<file path="src/rtl/counter_job_arbiter.sv">
// rtl/counter_job_arbiter.sv - round-robin arbiter sharing one up/down job counter between two requesters
module counter_job_arbiter #(
    parameter int WIDTH = 4
) (
    input  logic             clk,
    input  logic             rst,
    input  logic [1:0]       req,
    input  logic [1:0]       dir,
    input  logic [WIDTH-1:0] len0,
    input  logic [WIDTH-1:0] len1,
    output logic [1:0]       gnt,
    output logic             busy,
    output logic [WIDTH-1:0] count,
    output logic [1:0]       done
);

    typedef enum logic [1:0] {
        ST_IDLE = 2'd0,
        ST_LOAD = 2'd1,
        ST_RUN  = 2'd2,
        ST_DONE = 2'd3
    } state_t;

    state_t           state, state_d;
    logic [1:0]       gnt_d;
    logic [1:0]       done_d;
    logic             busy_d;
    logic [WIDTH-1:0] count_d;

    // job context captured at grant so later input changes cannot disturb a running job
    logic             owner, owner_d;
    logic             dir_q, dir_d;
    logic [WIDTH-1:0] len_q, len_d;
    logic             prio, prio_d;

    logic             winner;
    logic [WIDTH-1:0] terminal;
    logic             owner_req;

    // state and every output register; reset clears everything and favours requester 0
    always_ff @(posedge clk or negedge rst) begin
        if (!rst) begin
            state <= ST_IDLE;
            gnt   <= 2'b00;
            done  <= 2'b00;
            busy  <= 1'b0;
            count <= '0;
            owner <= 1'b0;
            dir_q <= 1'b0;
            len_q <= '0;
            prio  <= 1'b0;
        end else begin
            state <= state_d;
            gnt   <= gnt_d;
            done  <= done_d;
            busy  <= busy_d;
            count <= count_d;
            owner <= owner_d;
            dir_q <= dir_d;
            len_q <= len_d;
            prio  <= prio_d;
        end
    end

    // arbitration winner, terminal value and the owner's live request
    always_comb begin
        winner = 1'b0;
        if (req == 2'b10) begin
            winner = 1'b1;
        end else if (req == 2'b11) begin
            winner = prio;
        end
        terminal  = dir_q ? len_q : '0;
        owner_req = req[owner];
    end

    // next-state and next-output logic; an abort still lets the counter take its step on that edge
    always_comb begin
        state_d = state;
        gnt_d   = gnt;
        done_d  = 2'b00;
        busy_d  = busy;
        count_d = count;
        owner_d = owner;
        dir_d   = dir_q;
        len_d   = len_q;
        prio_d  = prio;

        case (state)
            ST_IDLE: begin
                if (|req) begin
                    owner_d = winner;
                    dir_d   = dir[winner];
                    len_d   = winner ? len1 : len0;
                    gnt_d   = winner ? 2'b10 : 2'b01;
                    busy_d  = 1'b1;
                    state_d = ST_LOAD;
                end
            end

            ST_LOAD: begin
                count_d = dir_q ? '0 : len_q;
                if (!owner_req) begin
                    state_d = ST_IDLE;
                    gnt_d   = 2'b00;
                    busy_d  = 1'b0;
                    prio_d  = ~owner;
                end else begin
                    state_d = ST_RUN;
                end
            end

            ST_RUN: begin
                if (count != terminal) begin
                    count_d = dir_q ? (count + WIDTH'(1)) : (count - WIDTH'(1));
                end
                if (!owner_req) begin
                    state_d = ST_IDLE;
                    gnt_d   = 2'b00;
                    busy_d  = 1'b0;
                    prio_d  = ~owner;
                end else if (count == terminal) begin
                    state_d = ST_DONE;
                    done_d  = owner ? 2'b10 : 2'b01;
                end
            end

            ST_DONE: begin
                state_d = ST_IDLE;
                gnt_d   = 2'b00;
                busy_d  = 1'b0;
                prio_d  = ~owner;
            end

            default: begin
                state_d = ST_IDLE;
                gnt_d   = 2'b00;
                busy_d  = 1'b0;
            end
        endcase
    end

endmodule

</file>
<file path="config.mk">
export PLATFORM = sky130hd
export DESIGN_NAME = counter_job_arbiter
export DESIGN_NICKNAME = d
export VERILOG_FILES = /design/src/rtl/counter_job_arbiter.sv
export SDC_FILE = /design/constraint.sdc
export NUM_CORES = 1
export LEC_CHECK = 0
export BUFFER_PORTS_ARGS = -buffer_cell sky130_fd_sc_hd__buf_2
export CORE_ASPECT_RATIO = 1.4
export CORE_UTILIZATION = 57
export CTS_CLUSTER_SIZE = 8
export DETAILED_ROUTE_END_ITERATION = 8
export PLACE_DENSITY = 0.92
export SETUP_SLACK_MARGIN = 0.3
export SYNTH_ARGS = -nofsm -noshare
export SYNTH_HDL_FRONTEND = slang
export SYNTH_SLANG_ARGS = --single-unit
</file>
<file path="constraint.sdc">
create_clock -name clk -period 2.45 [get_ports clk]
set_input_delay 0.245 -clock clk [delete_from_list [all_inputs] [get_ports clk]]
set_output_delay 0.245 -clock clk [all_outputs]
set_load 0.01 [all_outputs]
</file>
==> results of run 1 <==
## state kept, by name, indices dropped and copies added, names as in the netlist
signal / cells
count: 4
dir_q: 1
done: 2
len_q: 4
gnt: 2
prio: 1
state: 2
owner: 1
busy: 1
## cell usage in the layout (no fill, tap or decap), drive strengths merged, types with 2 or more instances in the layout
cell and instances:
a21oi 6, nor2 9, xnor2 3, xor2 2, mux2 5, mux2i 7, nor3 5, ha 6
nand4b 2, o21ai 10, inv 10, o22ai 2, nand2 12, clkbuf 4, o21a 2, dfrtp 18
buf 22
## critical path: cells and delay by family (launching register included)
kind	cells	cell delay [ns]
muxes	1	0.33
adders and majority gates	1	0.40
buffers and inverters	2	0.29
DFF	1	0.42
and+or+nand+nor	1	0.21
AOI/OAI and AO/OA	1	0.10
## power groups by stage
stage               registers [W]  clock network, W  logic, W
floorplan                0.000572                 0  0.000738
global placement         0.000585                 0  0.000879
detailed placement       0.000600                 0  0.000942
CTS                      0.000593          0.000185  0.000952
global route             0.000614          0.000199   0.00105
finish                   0.000594          0.000185  0.000941
## routing by layer
metal,vias to the layer above,wire length (um)
met5,-,0
met4,0,25
met3,6,93
met2,26,1366
met1,457,902
li1,455,-
## per-stage QoR
| stage | worst slack (ns) | power (W) | hold WS [ns] | utilization (%) | cell area, um2 |
|---|---|---|---|---|---|
| 6_report | 0.5985 | 0.001721 | 0.2155 | 71.67 | 1308 |
| 4_1_cts | 0.6106 | 0.001730 | 0.2307 | 71.67 | 1308 |
| 3_5_place_dp | 0.6235 | 0.001542 | 0.1962 | 69.14 | 1261 |
| 5_1_grt | 0.4831 | 0.001863 | 0.2520 | 71.67 | 1308 |
| 3_3_place_gp | 0.7233 | 0.001464 | 0.1912 | 69.14 | 1261 |
| 2_1_floorplan | 0.7645 | 0.001309 | -0.05059 | - | 1142 |
## path summary, 6_finish.rpt
path / from / end / slack [ns]
setup / recovery: state[0] / state[1] / 0.60
hold / removal: len1[1] / len_q[1] / 0.22
setup reg to reg: state[0] / state[1] / 0.60
hold reg to reg: gnt[1] / gnt[1] / 0.51
max in group asynchronous: rst / gnt[0] / 1.77
min in group asynchronous: rst / count[0] / 0.39
## kinds of logic (layout without fill, tap and decap cells)
family                     count (synthesis)  in the layout
and+or+nand+nor                           32             32
AOI/OAI and AO/OA                         28             28
DFF                                       18             18
buffers and inverters                     13             37
muxes                                     12             12
adders and majority gates                  7              7
xor gates and xnor gates                   5              5
## cell type report
cell class,instances,area share [%]
Multi-Input combinational cell,84,48.80
Inverter,10,2.871
Timing Repair Buffer,23,9.187
Clock buffer,4,2.775
Sequential cell,18,34.45
Tap cell,20,1.914
==> flow_results.xml, run 1 <==
<?xml version="1.0" encoding="UTF-8"?>
<metrics>
  <group name="clock_tree">
    <metric name="cts-root-to-sink-buffers" unit="">2</metric>
    <metric name="clk_latency" unit="ns">0.30</metric>
    <metric name="cts.repair.resized" unit="">0</metric>
    <metric name="clock-sinks" unit="">18</metric>
    <metric name="clkSlewWorstSetupHoldPaths" unit="ns">0.10</metric>
    <metric name="post_cts_hold_buffer_count" unit="">1</metric>
    <metric name="post-cts-setup-buffer-count" unit="">0</metric>
    <metric name="htree_num_levels" unit="">1</metric>
    <metric name="cts_made_buffers" unit="">3</metric>
    <metric name="root_buffer" unit="">sky130_fd_sc_hd__clkbuf_4</metric>
    <metric name="tritoncts" unit="">built</metric>
  </group>
  <group name="min_path">
    <metric name="worstHoldPathCells" unit="">3</metric>
    <metric name="classification_of_the_worst_slack_hold_path" unit="">input pin to flop</metric>
  </group>
  <group name="synthesis">
    <metric name="post_synth_inst_count" unit="">115</metric>
    <metric name="postSynth.topFlopCell" unit="">sky130_fd_sc_hd__dfrtp_1</metric>
    <metric name="yosys.area_share.adder" unit="%">8.324</metric>
    <metric name="synthesis.nets" unit="">136</metric>
    <metric name="synth.top_cell.area_share" unit="%">39.43</metric>
    <metric name="largest_cells_by_area_after_synthesis" unit="">sky130_fd_sc_hd__dfrtp_1 (39%), sky130_fd_sc_hd__ha_1 (6.6%), sky130_fd_sc_hd__mux2i_1 (5.3%), sky130_fd_sc_hd__mux2_1 (4.9%), sky130_fd_sc_hd__nand2_1 (3.9%)</metric>
    <metric name="ys_seq_elements" unit="">18</metric>
    <metric name="synth.area.mux_share" unit="%">11.39</metric>
    <metric name="yosys.area_share.simple" unit="%">13.80</metric>
    <metric name="synth.top_cells.by_count" unit="">sky130_fd_sc_hd__dfrtp_1 (18), sky130_fd_sc_hd__nand2_1 (12), sky130_fd_sc_hd__nor2_1 (9)</metric>
    <metric name="synthDominantAreaCellType" unit="">sky130_fd_sc_hd__dfrtp_1</metric>
    <metric name="async_flop_share" unit="%">100.0</metric>
    <metric name="synthDistinctLibCells" unit="">38</metric>
    <metric name="largest_family_of_logic_cells_by_synthesized_area" unit="">compound AO/OA/AOI/OAI gates</metric>
    <metric name="yosysSeqAreaShare" unit="%">39.43</metric>
    <metric name="complex_gate_fraction_of_the_synthesized_area" unit="%">18.51</metric>
    <metric name="synth_area_per_cell" unit="um2">9.933</metric>
    <metric name="mapped_cell_area" unit="um2">1142</metric>
    <metric name="synthXorXnorAreaFrac" unit="%">3.834</metric>
    <metric name="yosysMostFrequentCell" unit="">sky130_fd_sc_hd__dfrtp_1</metric>
    <metric name="synth-edff-count" unit="">0</metric>
    <metric name="yosys_synthesis_warning_count" unit="">0</metric>
  </group>
  <group name="drt">
    <metric name="detail_route.vias_per_cell" unit="">5.937</metric>
    <metric name="drt-pass1-iter-count" unit="">5</metric>
    <metric name="first_iter_violations" unit="">22</metric>
    <metric name="vias" unit="">944</metric>
    <metric name="wire_per_inst" unit="um">15.02</metric>
    <metric name="postRouteAntennaNets" unit="">0</metric>
    <metric name="drt_wl_total" unit="mm">2.388</metric>
    <metric name="post-route-drc-count" unit="">0</metric>
  </group>
  <group name="cells_and_area">
    <metric name="area_growth" unit="%">14.46</metric>
    <metric name="drive_gt1_share" unit="%">26.62</metric>
    <metric name="fill_cells" unit="">121</metric>
    <metric name="multiInputGateArea" unit="um2">638.1</metric>
    <metric name="layout.area.seq" unit="um2">450.4</metric>
    <metric name="fin_cells" unit="">159</metric>
    <metric name="num_antenna_cells" unit="">0</metric>
    <metric name="finalNetCount" unit="">161</metric>
  </group>
  <group name="place">
    <metric name="place_hpwl" unit="mm">1.845</metric>
    <metric name="gp_congestion" unit="">0.7298</metric>
    <metric name="port_buffers" unit="">22</metric>
    <metric name="post-place-cells" unit="">154</metric>
  </group>
  <group name="timing">
    <metric name="final-max-slew-violation-count" unit="">0</metric>
    <metric name="post-route-period-util" unit="%">75.57</metric>
    <metric name="final_hold_viol_count" unit="">0</metric>
    <metric name="worst_clock_skew" unit="ns">0.005057</metric>
    <metric name="finalSetupViolations" unit="">0</metric>
    <metric name="fmax" unit="MHz">540.1</metric>
    <metric name="tightestPinTransition" unit="ns">0.7118</metric>
    <metric name="slew_headroom" unit="%">52.23</metric>
    <metric name="rsz_0062_raised_after_global_routing" unit="">false</metric>
    <metric name="min_clock_period_post_route" unit="ns">1.852</metric>
    <metric name="setup_tns" unit="ns">0</metric>
  </group>
  <group name="power_and_ir_drop">
    <metric name="powerDensity" unit="nW/um2">1316</metric>
    <metric name="p_leak" unit="nW">0.6433</metric>
    <metric name="sequentialPowerShare" unit="%">34.5</metric>
    <metric name="share_clk_of_total_power" unit="%">10.7</metric>
    <metric name="sw_frac_of_total" unit="%">44.58</metric>
    <metric name="power.net_switching" unit="W">0.0007671</metric>
    <metric name="peakVddDrop" unit="V">0.0008763</metric>
    <metric name="p_comb_share" unit="%">54.7</metric>
    <metric name="cellInternalPower" unit="W">0.0009537</metric>
  </group>
  <group name="critical_path">
    <metric name="reg2regPathDepth" unit="">6</metric>
    <metric name="largest_stage_delay_on_the_critical_path" unit="ns">0.42</metric>
    <metric name="worst_setup_path_start_kind" unit="">flop</metric>
    <metric name="crit_path_max_fanout" unit="">9</metric>
    <metric name="timing_worst_setup_path_type" unit="">flop to flop</metric>
    <metric name="required" unit="ns">2.64</metric>
    <metric name="crit_arrival" unit="ns">2.04</metric>
    <metric name="critPathMostFrequentCell" unit="">sky130_fd_sc_hd__inv_1</metric>
    <metric name="crit_path_end_kind" unit="">flop</metric>
    <metric name="worstPathCellList" unit="">inv_1 -&gt; ha_1 -&gt; inv_1 -&gt; nor2_1 -&gt; a21oi_2 -&gt; mux2_1</metric>
    <metric name="cp_slowest_cell" unit="">sky130_fd_sc_hd__dfrtp_1</metric>
  </group>
  <group name="floorplanning">
    <metric name="die_area" unit="um2">2190</metric>
    <metric name="core_region_area" unit="um2">1824</metric>
    <metric name="start_util" unit="%">62.62</metric>
    <metric name="die_w" unit="um">39.84</metric>
    <metric name="placement_rows" unit="">18</metric>
    <metric name="die_height" unit="um">54.97</metric>
    <metric name="ios" unit="">23</metric>
  </group>
  <group name="global_route">
    <metric name="total_routing_usage_gr" unit="%">25.52</metric>
    <metric name="globalRouteMet3Util" unit="%">4.400</metric>
    <metric name="globalRoute.busiestLayer" unit="">met2</metric>
    <metric name="overflow" unit="">0</metric>
    <metric name="vias_in_the_first_global_route" unit="">878</metric>
    <metric name="globalRouteMet2Util" unit="%">48.36</metric>
    <metric name="maximum_number_of_pins_on_one_net_before_global_route_repair" unit="">19</metric>
    <metric name="met1_usage" unit="%">26.79</metric>
    <metric name="first_pass_grt_wire_length" unit="mm">3.726</metric>
    <metric name="antenna_found_initial" unit="">0</metric>
  </group>
  <group name="flow_run">
    <metric name="max_cap_viol_count" unit="">0</metric>
  </group>
  <group name="outcome">
    <metric name="status" unit="">finished clean</metric>
  </group>
</metrics>
No activity file was read; power rests on OpenSTA's default activity.
==> run 2: changes to the inputs <==
- ABC_AREA: default -> 1
- CORE_UTILIZATION: 57 -> 53
- PLACE_DENSITY: 0.92 -> 0.87
- clock period: 2.45 -> 1.8 ns (I/O delays scaled with it)
==> run 2 against run 1 <==
Clock skew up 0.0030 ns; first-iteration DRC count up 32%; power up 39%; setup slack worse by 0.22 ns; critical path depth down 1; die area up 5.5%; maximum frequency up 31%; cell area up 1.7%; count of clock-buffer cells in the layout unchanged; non-clock buffer count up 4; register-to-register slack worse by 0.22 ns; critical endpoint is now count[2]; largest power group unchanged.
==> flow_results.xml, run 2 <==
<?xml version="1.0" encoding="UTF-8"?>
<metrics>
  <group name="floorplanning">
    <metric name="core_region_area" unit="um2">1973</metric>
    <metric name="die_height" unit="um">56.48</metric>
    <metric name="ios" unit="">23</metric>
    <metric name="die_w" unit="um">40.92</metric>
    <metric name="start_util" unit="%">56.94</metric>
    <metric name="die_area" unit="um2">2311</metric>
    <metric name="placement_rows" unit="">19</metric>
  </group>
  <group name="cells_and_area">
    <metric name="finalNetCount" unit="">199</metric>
    <metric name="largest_registers" unit="">count: 4 flops, len_q: 4 flops</metric>
    <metric name="num_antenna_cells" unit="">0</metric>
    <metric name="final_cell_mix" unit="">sky130_fd_sc_hd__nand2_1 (38), sky130_fd_sc_hd__buf_2 (22), sky130_fd_sc_hd__inv_1 (20), sky130_fd_sc_hd__nand3_1 (19), sky130_fd_sc_hd__dfrtp_1 (16)</metric>
    <metric name="utilization" unit="%">67.41</metric>
    <metric name="final_common_cell" unit="">sky130_fd_sc_hd__nand2_1</metric>
    <metric name="final_instance_area" unit="um2">1330</metric>
    <metric name="area_growth" unit="%">18.37</metric>
    <metric name="fin_cells" unit="">198</metric>
    <metric name="drive_gt1_share" unit="%">26.55</metric>
  </group>
  <group name="synthesis">
    <metric name="post_synth_inst_count" unit="">148</metric>
    <metric name="yosysSeqAreaShare" unit="%">40.09</metric>
    <metric name="yosysMostFrequentCell" unit="">sky130_fd_sc_hd__nand2_1</metric>
    <metric name="yosys_synthesis_warning_count" unit="">0</metric>
    <metric name="ys_seq_elements" unit="">18</metric>
    <metric name="synthesis.nets" unit="">169</metric>
    <metric name="synth_area_per_cell" unit="um2">7.592</metric>
    <metric name="synth.top_cell.area_share" unit="%">40.09</metric>
    <metric name="postSynth.topFlopCell" unit="">sky130_fd_sc_hd__dfrtp_1</metric>
    <metric name="synthDominantAreaCellType" unit="">sky130_fd_sc_hd__dfrtp_1</metric>
    <metric name="synth-edff-count" unit="">0</metric>
    <metric name="synth.top_cells.by_count" unit="">sky130_fd_sc_hd__nand2_1 (38), sky130_fd_sc_hd__inv_1 (22), sky130_fd_sc_hd__nand3_1 (19)</metric>
    <metric name="async_flop_share" unit="%">100.0</metric>
    <metric name="mapped_cell_area" unit="um2">1124</metric>
    <metric name="synthDistinctLibCells" unit="">20</metric>
    <metric name="largest_cells_by_area_after_synthesis" unit="">sky130_fd_sc_hd__dfrtp_1 (40%), sky130_fd_sc_hd__nand2_1 (13%), sky130_fd_sc_hd__nand3_1 (8.5%), sky130_fd_sc_hd__inv_1 (7.3%), sky130_fd_sc_hd__ha_1 (6.7%)</metric>
  </group>
  <group name="drt">
    <metric name="vias" unit="">1051</metric>
    <metric name="postRouteAntennaNets" unit="">0</metric>
    <metric name="drt-pass1-iter-count" unit="">4</metric>
    <metric name="drt_wl_total" unit="mm">2.447</metric>
    <metric name="wire_per_inst" unit="um">12.36</metric>
    <metric name="detail_route.vias_per_cell" unit="">5.308</metric>
    <metric name="post-route-drc-count" unit="">0</metric>
    <metric name="first_iter_violations" unit="">29</metric>
  </group>
  <group name="timing">
    <metric name="post-route-period-util" unit="%">78.74</metric>
    <metric name="finalSetupViolations" unit="">0</metric>
    <metric name="rsz_0062_raised_after_global_routing" unit="">true</metric>
    <metric name="setup_tns" unit="ns">0</metric>
    <metric name="setup_slack" unit="ns">0.3827</metric>
    <metric name="worst_clock_skew" unit="ns">0.008063</metric>
    <metric name="final_hold_viol_count" unit="">0</metric>
    <metric name="final-max-slew-violation-count" unit="">0</metric>
    <metric name="slew_headroom" unit="%">71.86</metric>
    <metric name="fmax" unit="MHz">705.6</metric>
    <metric name="min_clock_period_post_route" unit="ns">1.417</metric>
    <metric name="tightestPinTransition" unit="ns">0.4221</metric>
  </group>
  <group name="flow_run">
    <metric name="max_cap_viol_count" unit="">0</metric>
  </group>
  <group name="power_and_ir_drop">
    <metric name="sw_frac_of_total" unit="%">46.83</metric>
    <metric name="power.net_switching" unit="W">0.001120</metric>
    <metric name="sequentialPowerShare" unit="%">31.4</metric>
    <metric name="share_clk_of_total_power" unit="%">10.4</metric>
    <metric name="p_leak" unit="nW">0.7258</metric>
    <metric name="p_comb_share" unit="%">58.2</metric>
    <metric name="cellInternalPower" unit="W">0.001271</metric>
    <metric name="powerDensity" unit="nW/um2">1797</metric>
    <metric name="peakVddDrop" unit="V">0.001080</metric>
  </group>
  <group name="critical_path">
    <metric name="timing_worst_setup_path_type" unit="">flop to flop</metric>
    <metric name="worst_setup_path_start_kind" unit="">flop</metric>
    <metric name="largest_stage_delay_on_the_critical_path" unit="ns">0.46</metric>
    <metric name="worstPathCellList" unit="">fa_1 -&gt; xnor2_1 -&gt; o22ai_1 -&gt; nand3_1 -&gt; nand2_1</metric>
    <metric name="crit_arrival" unit="ns">1.65</metric>
    <metric name="required" unit="ns">2.04</metric>
    <metric name="cp_slowest_cell" unit="">sky130_fd_sc_hd__dfrtp_2</metric>
    <metric name="crit_path_max_fanout" unit="">6</metric>
    <metric name="crit_path_end_kind" unit="">flop</metric>
  </group>
  <group name="global_route">
    <metric name="total_routing_usage_gr" unit="%">24.28</metric>
    <metric name="first_pass_grt_wire_length" unit="mm">3.953</metric>
    <metric name="vias_in_the_first_global_route" unit="">989</metric>
    <metric name="overflow" unit="">0</metric>
    <metric name="maximum_number_of_pins_on_one_net_before_global_route_repair" unit="">19</metric>
    <metric name="antenna_found_initial" unit="">0</metric>
  </group>
  <group name="place">
    <metric name="post-place-cells" unit="">191</metric>
    <metric name="gp_congestion" unit="">0.8824</metric>
    <metric name="postPlaceCellArea" unit="um2">1259</metric>
    <metric name="place_hpwl" unit="mm">1.963</metric>
    <metric name="post-place-ws" unit="ns">0.2882</metric>
    <metric name="port_buffers" unit="">22</metric>
  </group>
  <group name="clock_tree">
    <metric name="tritoncts" unit="">built</metric>
    <metric name="clkSlewWorstSetupHoldPaths" unit="ns">0.10</metric>
    <metric name="htree_num_levels" unit="">1</metric>
    <metric name="root_buffer" unit="">sky130_fd_sc_hd__clkbuf_4</metric>
    <metric name="clock-sinks" unit="">18</metric>
    <metric name="cts-root-to-sink-buffers" unit="">2</metric>
    <metric name="clk_latency" unit="ns">0.30</metric>
    <metric name="cts_made_buffers" unit="">3</metric>
  </group>
  <group name="min_path">
    <metric name="classification_of_the_worst_slack_hold_path" unit="">input pin to flop</metric>
  </group>
  <group name="outcome">
    <metric name="status" unit="">finished clean</metric>
  </group>
</metrics>
-- run 2: cell count changes in the layout (fill, tap and decap cells not counted), moves of 3 or more --
| cell | previous run | this run |
|---|---|---|
| sky130_fd_sc_hd__o21ai_0 | 1 | 7 |
| sky130_fd_sc_hd__nor3_1 | 3 | 0 |
| sky130_fd_sc_hd__mux2_1 | 5 | 0 |
| sky130_fd_sc_hd__inv_1 | 7 | 20 |
| sky130_fd_sc_hd__mux2i_1 | 6 | 0 |
| sky130_fd_sc_hd__nand2_2 | 0 | 5 |
| sky130_fd_sc_hd__nand3_1 | 1 | 19 |
| sky130_fd_sc_hd__o22ai_1 | 0 | 8 |
| sky130_fd_sc_hd__buf_4 | 0 | 4 |
| sky130_fd_sc_hd__o21ai_1 | 8 | 0 |
| sky130_fd_sc_hd__nand2_1 | 12 | 38 |
-- run 2: cells by family (layout without fill, tap and decap cells) --
family / Yosys count / after routing / synth area share, %
adders and majority gates: 7 / 7 / 8.463
buffers and inverters: 24 / 53 / 8.797
and+or+nand+nor: 76 / 76 / 29.62
AOI/OAI and AO/OA: 22 / 22 / 12.25
DFF: 18 / 18 / 40.09
xor gates and xnor gates: 1 / 1 / 0.7797
-- run 2: timing repair --
| item | 4_1_cts | 5_1_grt |
|---|---|---|
| endpoints found under the setup margin | 1 | 8 |
| gates resized for setup | 1 | 5 |
| hold endpoints to repair | 18 | 0 |
| hold buffers | 1 | 0 |
| cloned | 0 | 0 |
| buffers inserted | 0 | 2 |
-- run 2: final cells by class --
type / instances / area [um2]
clock buffers: 4 / 36.28
fillers: 172 / 643.1
inverters: 22 / 82.58
multi-input cells: 106 / 581.8
flip-flops and latches: 18 / 452.9
well taps: 21 / 26.28
repair buffers: 27 / 150.1
-- run 2: power by group through the flow --
stage          sequential [W]  clock [W]  combinational (W)
4_1_cts              0.000749   0.000252            0.00136
5_1_grt              0.000777   0.000263            0.00162
3_5_place_dp         0.000758          0            0.00135
2_1_floorplan        0.000745          0            0.00102
3_3_place_gp         0.000743          0            0.00130
6_report             0.000750   0.000248            0.00139
-- run 2: path summary, 6_finish.rpt --
kind | start | endpoint | slack, ns | cells after the start
max | count[0] | count[2] | 0.38 | 5
min reg2reg | owner | prio | 0.51 | 1
min in group asynchronous | rst | prio | 0.33 | 2
min | len1[3] | len_q[3] | 0.13 | 3
max reg2reg | count[0] | count[2] | 0.38 | 5
max in group asynchronous | rst | count[0] | 1.14 | 2
-- run 2: routing by layer --
metal	global-route usage, %	wire, um	vias up
met5	0	0	-
met4	10.48	53	0
met3	2.767	50	8
met2	41.07	1341	18
met1	28.46	1002	486
li1	-	-	539
-- run 2: worst max-delay path: cells and delay by family (launching register included) --
family,cells,cell delay (ns)
adders and majority gates,1,0.44
AOI/OAI and AO/OA,1,0.15
DFF,1,0.46
xor gates and xnor gates,1,0.13
and+or+nand+nor,2,0.17
-- run 2: through the flow --
| step | hold WS [ns] | power [W] |
|---|---|---|
| 6_report | 0.1304 | 0.002391 |
| 5_1_grt | 0.1497 | 0.002662 |
| 4_1_cts | 0.1338 | 0.002362 |
| 3_5_place_dp | 0.1360 | 0.002111 |
| 3_3_place_gp | 0.1267 | 0.002042 |
| 2_1_floorplan | -0.1156 | 0.001763 |
